===== src/rtl/matrix_pkg.sv =====
// Shared matrix-bus constants and helpers for the matrix calculator datapath.
package matrix_pkg;

  localparam int unsigned DIM_MAX = 5;
  localparam int unsigned ELEM_W  = 8;
  localparam int unsigned DIM_W   = 3;
  localparam int unsigned SLOT_W  = DIM_MAX * DIM_MAX * ELEM_W;
  localparam int unsigned BUS_W   = 2 * SLOT_W;

  // Bit offset of element (r,c) in the given slot; rows use a fixed stride of DIM_MAX.
  function automatic int unsigned elem_idx(input int unsigned slot,
                                           input int unsigned r,
                                           input int unsigned c);
    return slot * SLOT_W + (r * DIM_MAX + c) * ELEM_W;
  endfunction

  function automatic logic dims_legal(input logic [DIM_W-1:0] m,
                                      input logic [DIM_W-1:0] n);
    return (m != '0) && (m <= DIM_W'(DIM_MAX)) &&
           (n != '0) && (n <= DIM_W'(DIM_MAX));
  endfunction

endpackage


===== src/rtl/transpose_core.sv =====
// Combinational 5x5 transpose of one slot with dimension check and zero-masking.
module transpose_core
  import matrix_pkg::*;
(
  input  logic [DIM_W-1:0]  m_in,
  input  logic [DIM_W-1:0]  n_in,
  input  logic [SLOT_W-1:0] slot_in,
  output logic [DIM_W-1:0]  m_out,
  output logic [DIM_W-1:0]  n_out,
  output logic [SLOT_W-1:0] slot_out,
  output logic              valid
);

  logic legal;

  always_comb begin
    legal    = dims_legal(m_in, n_in);
    valid    = legal;
    m_out    = '0;
    n_out    = '0;
    slot_out = '0;
    if (legal) begin
      m_out = n_in;
      n_out = m_in;
      // Only the n_in x m_in result region is populated; input padding never leaks through.
      for (int unsigned i = 0; i < DIM_MAX; i++) begin
        for (int unsigned j = 0; j < DIM_MAX; j++) begin
          if ((DIM_W'(i) < n_in) && (DIM_W'(j) < m_in)) begin
            slot_out[elem_idx(0, i, j) +: ELEM_W] = slot_in[elem_idx(0, j, i) +: ELEM_W];
          end
        end
      end
    end
  end

endmodule


===== src/rtl/transpose_unit.sv =====
// Matrix transpose unit: core remap, reset gating and optional output register.
// Define TRANSPOSE_REG_OUT_EN to register all outputs (one-cycle latency).
module transpose_unit
  import matrix_pkg::*;
(
  input  logic              clk,
  input  logic              reset,
  input  logic [DIM_W-1:0]  m_in,
  input  logic [DIM_W-1:0]  n_in,
  input  logic [BUS_W-1:0]  matrices_in,
  output logic [DIM_W-1:0]  m_out,
  output logic [DIM_W-1:0]  n_out,
  output logic [BUS_W-1:0]  matrices_out,
  output logic              valid
);

  logic [DIM_W-1:0]  core_m;
  logic [DIM_W-1:0]  core_n;
  logic [SLOT_W-1:0] core_slot;
  logic              core_valid;

  transpose_core u_core (
    .m_in     (m_in),
    .n_in     (n_in),
    .slot_in  (matrices_in[SLOT_W-1:0]),
    .m_out    (core_m),
    .n_out    (core_n),
    .slot_out (core_slot),
    .valid    (core_valid)
  );

`ifdef TRANSPOSE_REG_OUT_EN
  logic unused_slot1;
  assign unused_slot1 = ^matrices_in[BUS_W-1:SLOT_W];

  always_ff @(posedge clk or posedge reset) begin
    if (reset) begin
      m_out        <= '0;
      n_out        <= '0;
      matrices_out <= '0;
      valid        <= 1'b0;
    end else begin
      m_out        <= core_m;
      n_out        <= core_n;
      matrices_out <= {{SLOT_W{1'b0}}, core_slot};
      valid        <= core_valid;
    end
  end
`else
  logic unused_inputs;
  assign unused_inputs = clk ^ (^matrices_in[BUS_W-1:SLOT_W]);

  always_comb begin
    m_out        = '0;
    n_out        = '0;
    matrices_out = '0;
    valid        = 1'b0;
    if (!reset) begin
      m_out        = core_m;
      n_out        = core_n;
      matrices_out = {{SLOT_W{1'b0}}, core_slot};
      valid        = core_valid;
    end
  end
`endif

endmodule


===== config.mk =====
export PLATFORM = sky130hd
export DESIGN_NAME = transpose_unit
export DESIGN_NICKNAME = d
export VERILOG_FILES = /design/src/rtl/matrix_pkg.sv /design/src/rtl/transpose_core.sv /design/src/rtl/transpose_unit.sv
export SDC_FILE = /design/constraint.sdc
export NUM_CORES = 1
export LEC_CHECK = 0
export CAP_MARGIN = 20
export CORE_AREA = 2 2 318 320
export DETAILED_ROUTE_END_ITERATION = 7
export DIE_AREA = 0 0 320 322
export PLACE_DENSITY_LB_ADDON = 0.3
export SYNTH_ARGS = -nofsm -noshare
export SYNTH_HDL_FRONTEND = slang
export SYNTH_SLANG_ARGS = --single-unit

===== constraint.sdc =====
create_clock -name vclk -period 1.4
set_input_delay 0.21 -clock vclk [all_inputs]
set_output_delay 0.21 -clock vclk [all_outputs]
set_load 0.02 [all_outputs]

==> metrics.yaml, run 1 <==
cap_viol_max_count: 0
via_per_inst: 2.08
p_clk_frac: 0
synthCells: 460
switching_share: 0.484
grt_pass1_wl_um: 44600
intPower_uw: 1380
dpl_cell_area_um2: 9330
status: "finished, violations left"
area_growth_pct: 253
overflow: 0
post-route-min-period_ps: 1790
drive_above_1_share: 0.582
hp-start: "m_in[0]"
power_switching_uw: 1300
hp-class: "in -> out"
tns_ps: -59530
hold_end: "n_out[0]"
leakage_uw: 0.00473
port-buffer-count: 414
required_ps: 1190
critPathArrivalTime_ps: 1580
finalCritPeriodShare: 1.28
violations: "negative setup slack"
cts_hold_buf: 0
stdcell_area_um2: 11300
setup_ws_ps: -395
cp-end-kind: "output pin"
seqPwrFrac: 0
grt_max_degree: 16
setup_viol: 207
syn_avg_cell_area_um2: 6.93
nFlopsAndLatches: 0
clock_buffers: 0
fmax_mhz: 557
core_um2: 99600
power_uw: 2680
cp_max_fo: 7
grt_setup_unrepaired: "yes"
finish.net_count: 1411
ant_nets: 0
path_class: "in -> out"
seq_area_um2: 0
synth_area_um2: 3190
min_path_cells: 4
power_density_nw_per_um2: 238
ir_drop_v: 0.0000702
antenna_found_initial: 44
die_area_um2: 103000
dr.pass1.iters: 4
drc: 0
track_usage: 0.0662
drt_iter0_drc: 61
die_h_um: 322
num_vias: 4792
die_x_um: 320
yosys_warnings: 0
place_hpwl_um: 33000
timing_hold_violations_final: 0
place_congestion: 0.688
slew_violations: 0
avgRoutedWirePerCell_um: 15.9
rows: 116
start_util: 0.0320
pwr-share-comb: 1.000
cp-start-kind: "input port"
synth_cell_types: 27
finalWirelength_um: 36600
grt_pass1_vias: 4539
seq_area_frac_synth: 0
ios: 815
-- how the worst max path moves through the flow --
stage               startpoint                 to  slack [ps]  cells after the start
floorplan              n_in[1]  matrices_out[120]        -250                      5
global placement       n_in[1]  matrices_out[135]       -1400                      7
detailed placement     n_in[1]  matrices_out[135]       -1400                      7
CTS                    m_in[1]  matrices_out[111]        -520                      9
global route           m_in[1]   matrices_out[38]        -470                      7
finish                 m_in[1]  matrices_out[111]        -390                      8
-- through the flow --
stage | utilization | hold WS (ps) | instances | setup slack [ps]
2_1_floorplan | - | 478 | 659 | -252
3_3_place_gp | 0.0937 | 1100 | 2221 | -1400
3_5_place_dp | 0.0937 | 1100 | 2221 | -1400
4_1_cts | 0.109 | 966 | 2287 | -521
5_1_grt | 0.113 | 975 | 2300 | -472
6_report | 0.113 | 948 | 2305 | -395
-- cell type report --
cell class                      instances  area, um^2
Timing Repair Buffer                  551        6380
Tap cell                             1298        1620
Inverter                                1        3.75
Multi-Input combinational cell        449        3240
Antenna cell                            6        15.0
Fill cell                           11467       88300
-- power groups by stage --
stage                     registers [uW]  logic, uW  clock network [uW]
after floorplan                        0       1370                   0
after global placement                 0       2210                   0
after detailed placement               0       2200                   0
after CTS                              0       2640                   0
final                                  0       2680            0.000487
-- placed cells by master (no fill, tap or decap) --
master           Yosys  layout
buf_6                2     234
conb_1               1     200
clkdlybuf4s50_1      0     200
and2_4               0     159
buf_12               0      59
buf_4              200      44
and3_4               0      36
nor3_4               2      11
buf_8                0       9
nor2_4               0       7
diode_2              0       6
nor4_4               1       4
and3_1              40       4
nand3b_1             3       3
and2_1             163       3
a211oi_4             0       3
buf_16               0       3
nand2b_4             0       2
a21oi_4              0       2
xnor2_4              0       2
a21oi_1              4       2
nand2_1              2       2
and3b_2              0       2
buf_2                4       2
nand4bb_1            1       1
or3b_4               1       1
inv_1                1       1
nor2_1               8       1
and2_2               0       1
a221o_2              0       1
or2_0                1       1
nor3b_4              0       1
-- worst max-delay path, cell delays in order --
cell and delay [ps]:
buf_12 120, or3b_4 430, buf_4 160, a21oi_4 130, buf_8 160, buf_4 120, and2_2 140, buf_6 110
-- timing repair --
action	CTS	global route
pin swaps	101	63
setup endpoints to repair	207	207
cloned	3	0
setup buffers	65	20
hold endpoints to repair	0	0
gates resized for setup	1062	122
-- cell usage after synthesis, drive strengths merged --
master | n | area [um^2]
nor3b | 1 | 7.51
nand2b | 2 | 12.5
conb | 1 | 3.75
inv | 1 | 3.75
nor3 | 11 | 87.6
a221o | 1 | 10.0
nand3b | 3 | 22.5
and2 | 163 | 1020
xnor2 | 2 | 17.5
nand2 | 2 | 7.51
or2 | 1 | 6.26
and3 | 40 | 250
or3b | 1 | 11.3
nor4 | 4 | 58.8
buf | 206 | 1540
nor2 | 8 | 30.0
a211oi | 3 | 32.5
and3b | 2 | 17.5
nand4bb | 1 | 11.3
a21oi | 4 | 20.0
clkbuf | 3 | 11.3
-- kinds of logic (layout without fill, tap and decap cells) --
logic type                count (synthesis)  after routing  synth area share
AOI/OAI and AO/OA                         8              8            0.0196
buffers and inverters                   210            552             0.489
other                                     1            206           0.00118
and+or+nand+nor                         239            239             0.484
xor gates and xnor gates                  2              2           0.00550
-- per-layer routing --
layer,vias up,GRT usage,routed length (um)
li1,2151,-,-
met1,2074,0.0633,11800
met2,431,0.118,17900
met3,78,0.0509,6370
met4,58,0.00167,191
met5,-,0,361
Note: power is estimated with default switching activity, not from simulation.
==> run 2: changes to the inputs <==
--- a/config.mk
+++ b/config.mk
@@ -9,6 +9,7 @@
 export CORE_AREA = 2 2 318 320
 export DETAILED_ROUTE_END_ITERATION = 7
 export DIE_AREA = 0 0 320 322
+export GPL_ROUTABILITY_DRIVEN = 0
 export PLACE_DENSITY_LB_ADDON = 0.3
 export SYNTH_ARGS = -nofsm -noshare
 export SYNTH_HDL_FRONTEND = slang
==> results of run 2 <==
The final DEF is identical to that of run 1; final timing and power are the same.
==> run 3: changes to the inputs <==
--- a/config.mk
+++ b/config.mk
@@ -6,9 +6,10 @@
 export NUM_CORES = 1
 export LEC_CHECK = 0
 export CAP_MARGIN = 20
-export CORE_AREA = 2 2 318 320
+export CORE_AREA = 2 2 322 324
 export DETAILED_ROUTE_END_ITERATION = 7
-export DIE_AREA = 0 0 320 322
+export DIE_AREA = 0 0 324 326
+export DONT_BUFFER_PORTS = 1
 export GPL_ROUTABILITY_DRIVEN = 0
 export PLACE_DENSITY_LB_ADDON = 0.3
 export SYNTH_ARGS = -nofsm -noshare
==> run 3 against run 2 <==
The flow still finishes with violations (negative setup slack). Via count shrank 35%. Sequential share of layout area is the same. Fmax rose by 13%. Global-route usage decreased by 0.62 points. Power shrank 45%. Critical endpoint is now matrices_out[168]. Largest cell class is now multi-input gates. Largest power group unchanged.
==> metrics.yaml, run 3 (synthesis results as in run 1) <==
clock_buffers: 0  # unchanged
core_um2: 103000  # was 99600 um^2
ant_nets: 0  # unchanged
dr.pass1.iters: 4  # unchanged
cap_viol_max_count: 0  # unchanged
cts_hold_buf: 0  # unchanged
area_growth_pct: 92.7  # was 253%
met3_wirelength_um: 5390  # was 6370 um
die_h_um: 326  # was 322 um
setup_viol: 148  # was 207
place_hpwl_um: 32800  # was 33000 um
path_class: "in -> out"  # unchanged
power_uw: 1480  # was 2680 uW
slowest_stage: "nor3_4"  # was or3b_4
ios: 815  # unchanged
slew_violations: 0  # unchanged
status: "finished, violations left"  # unchanged
cp-end-kind: "output pin"  # unchanged
pre_cts_ws_ps: -736  # was -1400 ps
antenna_found_initial: 36  # was 44
post-route-min-period_ps: 1580  # was 1790 ps
overflow: 0  # unchanged
grt_pass1_vias: 2744  # was 4539
start_util: 0.0310  # was 0.0320
seq_area_um2: 0  # unchanged
power_density_nw_per_um2: 241  # was 238 nW/um^2
timing_hold_violations_final: 0  # unchanged
stdcell_area_um2: 6140  # was 11300 um^2
hp-class: "in -> out"  # unchanged
cp_cell_sequence: "nand3b_1 > buf_6 > buf_12 > nor3_4 > buf_6 > and2_4 > buf_6"  # was buf_12 > or3b_4 > buf_4 > a21oi_4 > buf_8 > buf_4 > and2_2 > buf_6
leakage_uw: 0.00228  # was 0.00473 uW
drive_above_1_share: 0.574  # was 0.582
finish.net_count: 955  # was 1411
grt_setup_unrepaired: "yes"  # unchanged
drc: 0  # unchanged
grt_pass1_wl_um: 38600  # was 44600 um
nFlopsAndLatches: 0  # unchanged
dpl_cell_area_um2: 5330  # was 9330 um^2
avgRoutedWirePerCell_um: 17.8  # was 15.9 um
die_x_um: 324  # was 320 um
rows: 118  # was 116
dr_wl_met2_um: 17600  # was 17900 um
grt_max_degree: 18  # was 16
met1_length_um: 10900  # was 11800 um
top_layer_used: "met5"  # unchanged
required_ps: 1190  # about the same
critPathArrivalTime_ps: 1370  # was 1580 ps
drt_iter0_drc: 71  # was 61
num_vias: 3103  # was 4792
cp-start-kind: "input port"  # unchanged
violations: "negative setup slack"  # unchanged
port-buffer-count: 0  # was 414
finalWirelength_um: 34500  # was 36600 um
fmax_mhz: 632  # was 557 MHz
finalCritPeriodShare: 1.13  # was 1.28
via_per_inst: 1.60  # was 2.08
final_common_cell: "conb_1"  # was buf_6
cp_max_fo: 10  # was 7
final_cell_mix: "conb_1, and2_4, buf_6"  # was buf_6, conb_1, clkdlybuf4s50_1
track_usage: 0.0600  # was 0.0662
setup_ws_ps: -183  # was -395 ps
cpMostUsedCell: "buf_6"  # was buf_4
critPathMaxStageDelay_ps: 260  # was 430 ps
die_area_um2: 106000  # was 103000 um^2
ir_drop_v: 0.0000878  # was 0.0000702 V
==> run 3: changes by cell type in the layout (fill, tap and decap cells not counted), moves of 6 or more <==
cell             change
buf_8                -7
clkdlybuf4s50_1    -200
buf_6              -200
buf_12              -29
buf_4               -15
and2_1              +10
diode_2              +6
and2_2              +11
and2_4              -21
==> run 3: path summary, 6_finish.rpt <==
kind                       startpoint           endpoint  cells after the start
worst min-delay path  matrices_in[46]   matrices_out[14]                      1
worst max-delay path          n_in[1]  matrices_out[168]                      7
==> run 3: worst max-delay path, delay by kind of cell <==
kind                   cells  cell delay (ps)
buffers and inverters      4              580
AND/OR/NAND/NOR            3              570
==> run 3: per-layer routing <==
metal / vias up / track usage
met5: - / 0
met4: 36 / 0.00483
met3: 67 / 0.0374
met2: 450 / 0.114
met1: 1307 / 0.0556
li1: 1243 / -
==> run 3: metrics by stage <==
stage,instances,util,hold slack [ps],setup TNS [ps]
final,1937,0.0598,560,-11080
after global placement,1910,0.0520,564,-48710
after CTS,1918,0.0574,560,-19970
after detailed placement,1910,0.0520,564,-48140
after global routing,1931,0.0597,560,-20050
after floorplan,659,-,478,-8460
==> run 3: area by class of cell <==
| class | instances | area [um^2] |
|---|---|---|
| fill | 12103 | 96500 |
| multi-input combinational | 449 | 3150 |
| tap | 1380 | 1730 |
| timing repair buffer | 95 | 1230 |
| antenna | 12 | 30.0 |
| inverter | 1 | 3.75 |
==> run 3: power breakdown <==
group          total [uW]  internal [uW]  switching [uW]
registers               0              0               0
clock network     0.00115        0.00115               0
logic                1480            459            1020
total                1480            459            1020
==> run 3: timing repair <==
item,in CTS,in global routing
setup endpoints to repair,190,194
gates resized for setup,208,71
setup buffers,8,6
pin swaps,104,28
hold endpoints to repair,0,0
cloned,0,1
==> RTL change (flow settings as in run 1) <==
Change the package constant `DIM_W` from 3 to 6.
--- a/src/rtl/matrix_pkg.sv
+++ b/src/rtl/matrix_pkg.sv
@@ -3,7 +3,7 @@
 
   localparam int unsigned DIM_MAX = 5;
   localparam int unsigned ELEM_W  = 8;
-  localparam int unsigned DIM_W   = 3;
+  localparam int unsigned DIM_W   = 6;
   localparam int unsigned SLOT_W  = DIM_MAX * DIM_MAX * ELEM_W;
   localparam int unsigned BUS_W   = 2 * SLOT_W;
 
Ports: changed (resized m_in, m_out, n_in and n_out); port bits go from 815 to 827. The function was not compared with the original's and may differ.
==> RTL change against run 1 <==
- worst setup slack lost 0.37 ns
- via count grew 24%
- highest routed layer unchanged
- total power shrank 21%
- cell area grew 25%
- the flow still finishes with violations (negative setup slack)
- final cell count grew 7.5%
- global-route usage grew 0.40 points
- worst hold slack gained 0.046 ns
- area after synthesis grew 19%
- maximum frequency shrank 17%
- wire length grew 7.1%
==> RTL change: results (changes against run 1) <==
outcome:
  outcome: "complete, but fails checks"  # unchanged
  violations: "negative setup slack"  # unchanged
cells_and_area:
  seq_cell_count: 0  # unchanged
  final.fill_count: 11230  # was 11,467
  layout-drive-gt1-share_pct: 55.8  # was 58.2%
  nNonClkBuffers: 619  # was 551
  clockBufferCount: 0  # unchanged
  final_nets: 1596  # was 1,411
  antennaDiodeCount: 0  # was 6
  nMultiInputCombCells: 471  # was 449
  multi_input_area_share_pct: 35.2  # was 28.8%
  num-nonclk-inverters: 90  # was 1
  buf_share_pct: 50.8  # was 56.6%
placed_design:
  place_area_um2: 12200  # was 9330 um^2
  pre_cts_ws_ns: -1.68  # was -1.40 ns
  gp_congestion: 0.690  # was 0.688
  portBuffers: 420  # was 414
  dpl.hpwl_um: 33400  # was 33,000 um
global_routing:
  gr-usage-met2_pct: 12.8  # was 11.8%
  use_met1_pct: 8.36  # was 6.33%
  grt_max_degree: 14  # was 16
  grt_pass1_vias: 5906  # was 4,539
  track_usage_pct: 7.03  # was 6.62%
  grt_pass1_wl_um: 50200  # was 44,600 um
  antenna_found_initial: 12  # was 44
logic_synthesis:
  synth.distinct_cells: 33  # was 27
  synth_common_cells: "buf_4 (207), inv_1 (90), nor3_1 (67)"  # was buf_4 (200), and2_1 (163), and3_1 (40)
  synthTopCellsByArea: "buf_4 (41%), nor3b_1 (11%), inv_1 (8.9%)"  # was buf_4 (47%), and2_1 (32%), and3_1 (7.9%)
power_and_ir_drop:
  ir_worst_vdd_uv: 71.9  # was 70.2 uV
  powerComb_uw: 2120  # was 2680 uW
  finalPower_uw: 2120  # was 2680 uW
  power_leakage_uw: 0.00564  # was 0.00473 uW
  p_switching_uw: 1160  # was 1300 uW
critical_path:
  cp_slowest_stage_delay_ns: 0.33  # was 0.43 ns
  slowest_stage: "nor3_4"  # was or3b_4
  worstPathArrival_ns: 1.96  # was 1.58 ns
clocking:
  cts-resized-gates: 1139  # was 1,062
  cts_setup_buffers: 64  # was 65
detailed_routing:
  route.met2.wl_um: 19500  # was 17,900 um
  dr_wl_met3_um: 4010  # was 6370 um
  wl_met1_um: 15400  # was 11,800 um
  vias_per_cell: 2.40  # was 2.08
  drt_iter0_markers: 103  # was 61
  drt-total-wl_um: 39300  # was 36,600 um
sta:
  fin_ws_ns: -0.768  # was -0.395 ns
  setup_violations: 207  # unchanged
  fmax_ghz: 0.461  # was 0.557 GHz
hold_path:
  min-delay-start: "n_in[1]"  # was m_in[0]
-- RTL change: path summary, 6_finish.rpt --
path / end / cells past startpoint
worst max-delay path: matrices_out[31] / 11
worst min-delay path: m_out[1] / 4
-- RTL change: critical path: cells and delay by family --
kind / cells / cell delay [ns]
compound gates: 1 / 0.11
buf+inv: 8 / 1.04
simple gates: 2 / 0.57
-- RTL change: cells by family (layout without fill, tap and decap cells) --
logic type      Yosys count  count (layout)  share of synthesized area [%]
buf+inv                 339             709                           54.5
simple gates            254             254                           42.5
xor+xnor                  1               1                          0.231
other cells               1             206                         0.0988
compound gates           10              10                           2.67
-- RTL change: metrics by stage --
stage,util [%],hold WS (ns),setup TNS (ns),std cells
3_3_place_gp,12.2,1.10,-306.83,2403
5_1_grt,14.1,1.01,-150.12,2478
4_1_cts,13.6,1.04,-144.88,2469
6_report,14.1,0.994,-133.17,2478
3_5_place_dp,12.2,1.09,-300.63,2403
2_1_floorplan,-,0.530,-69.10,810
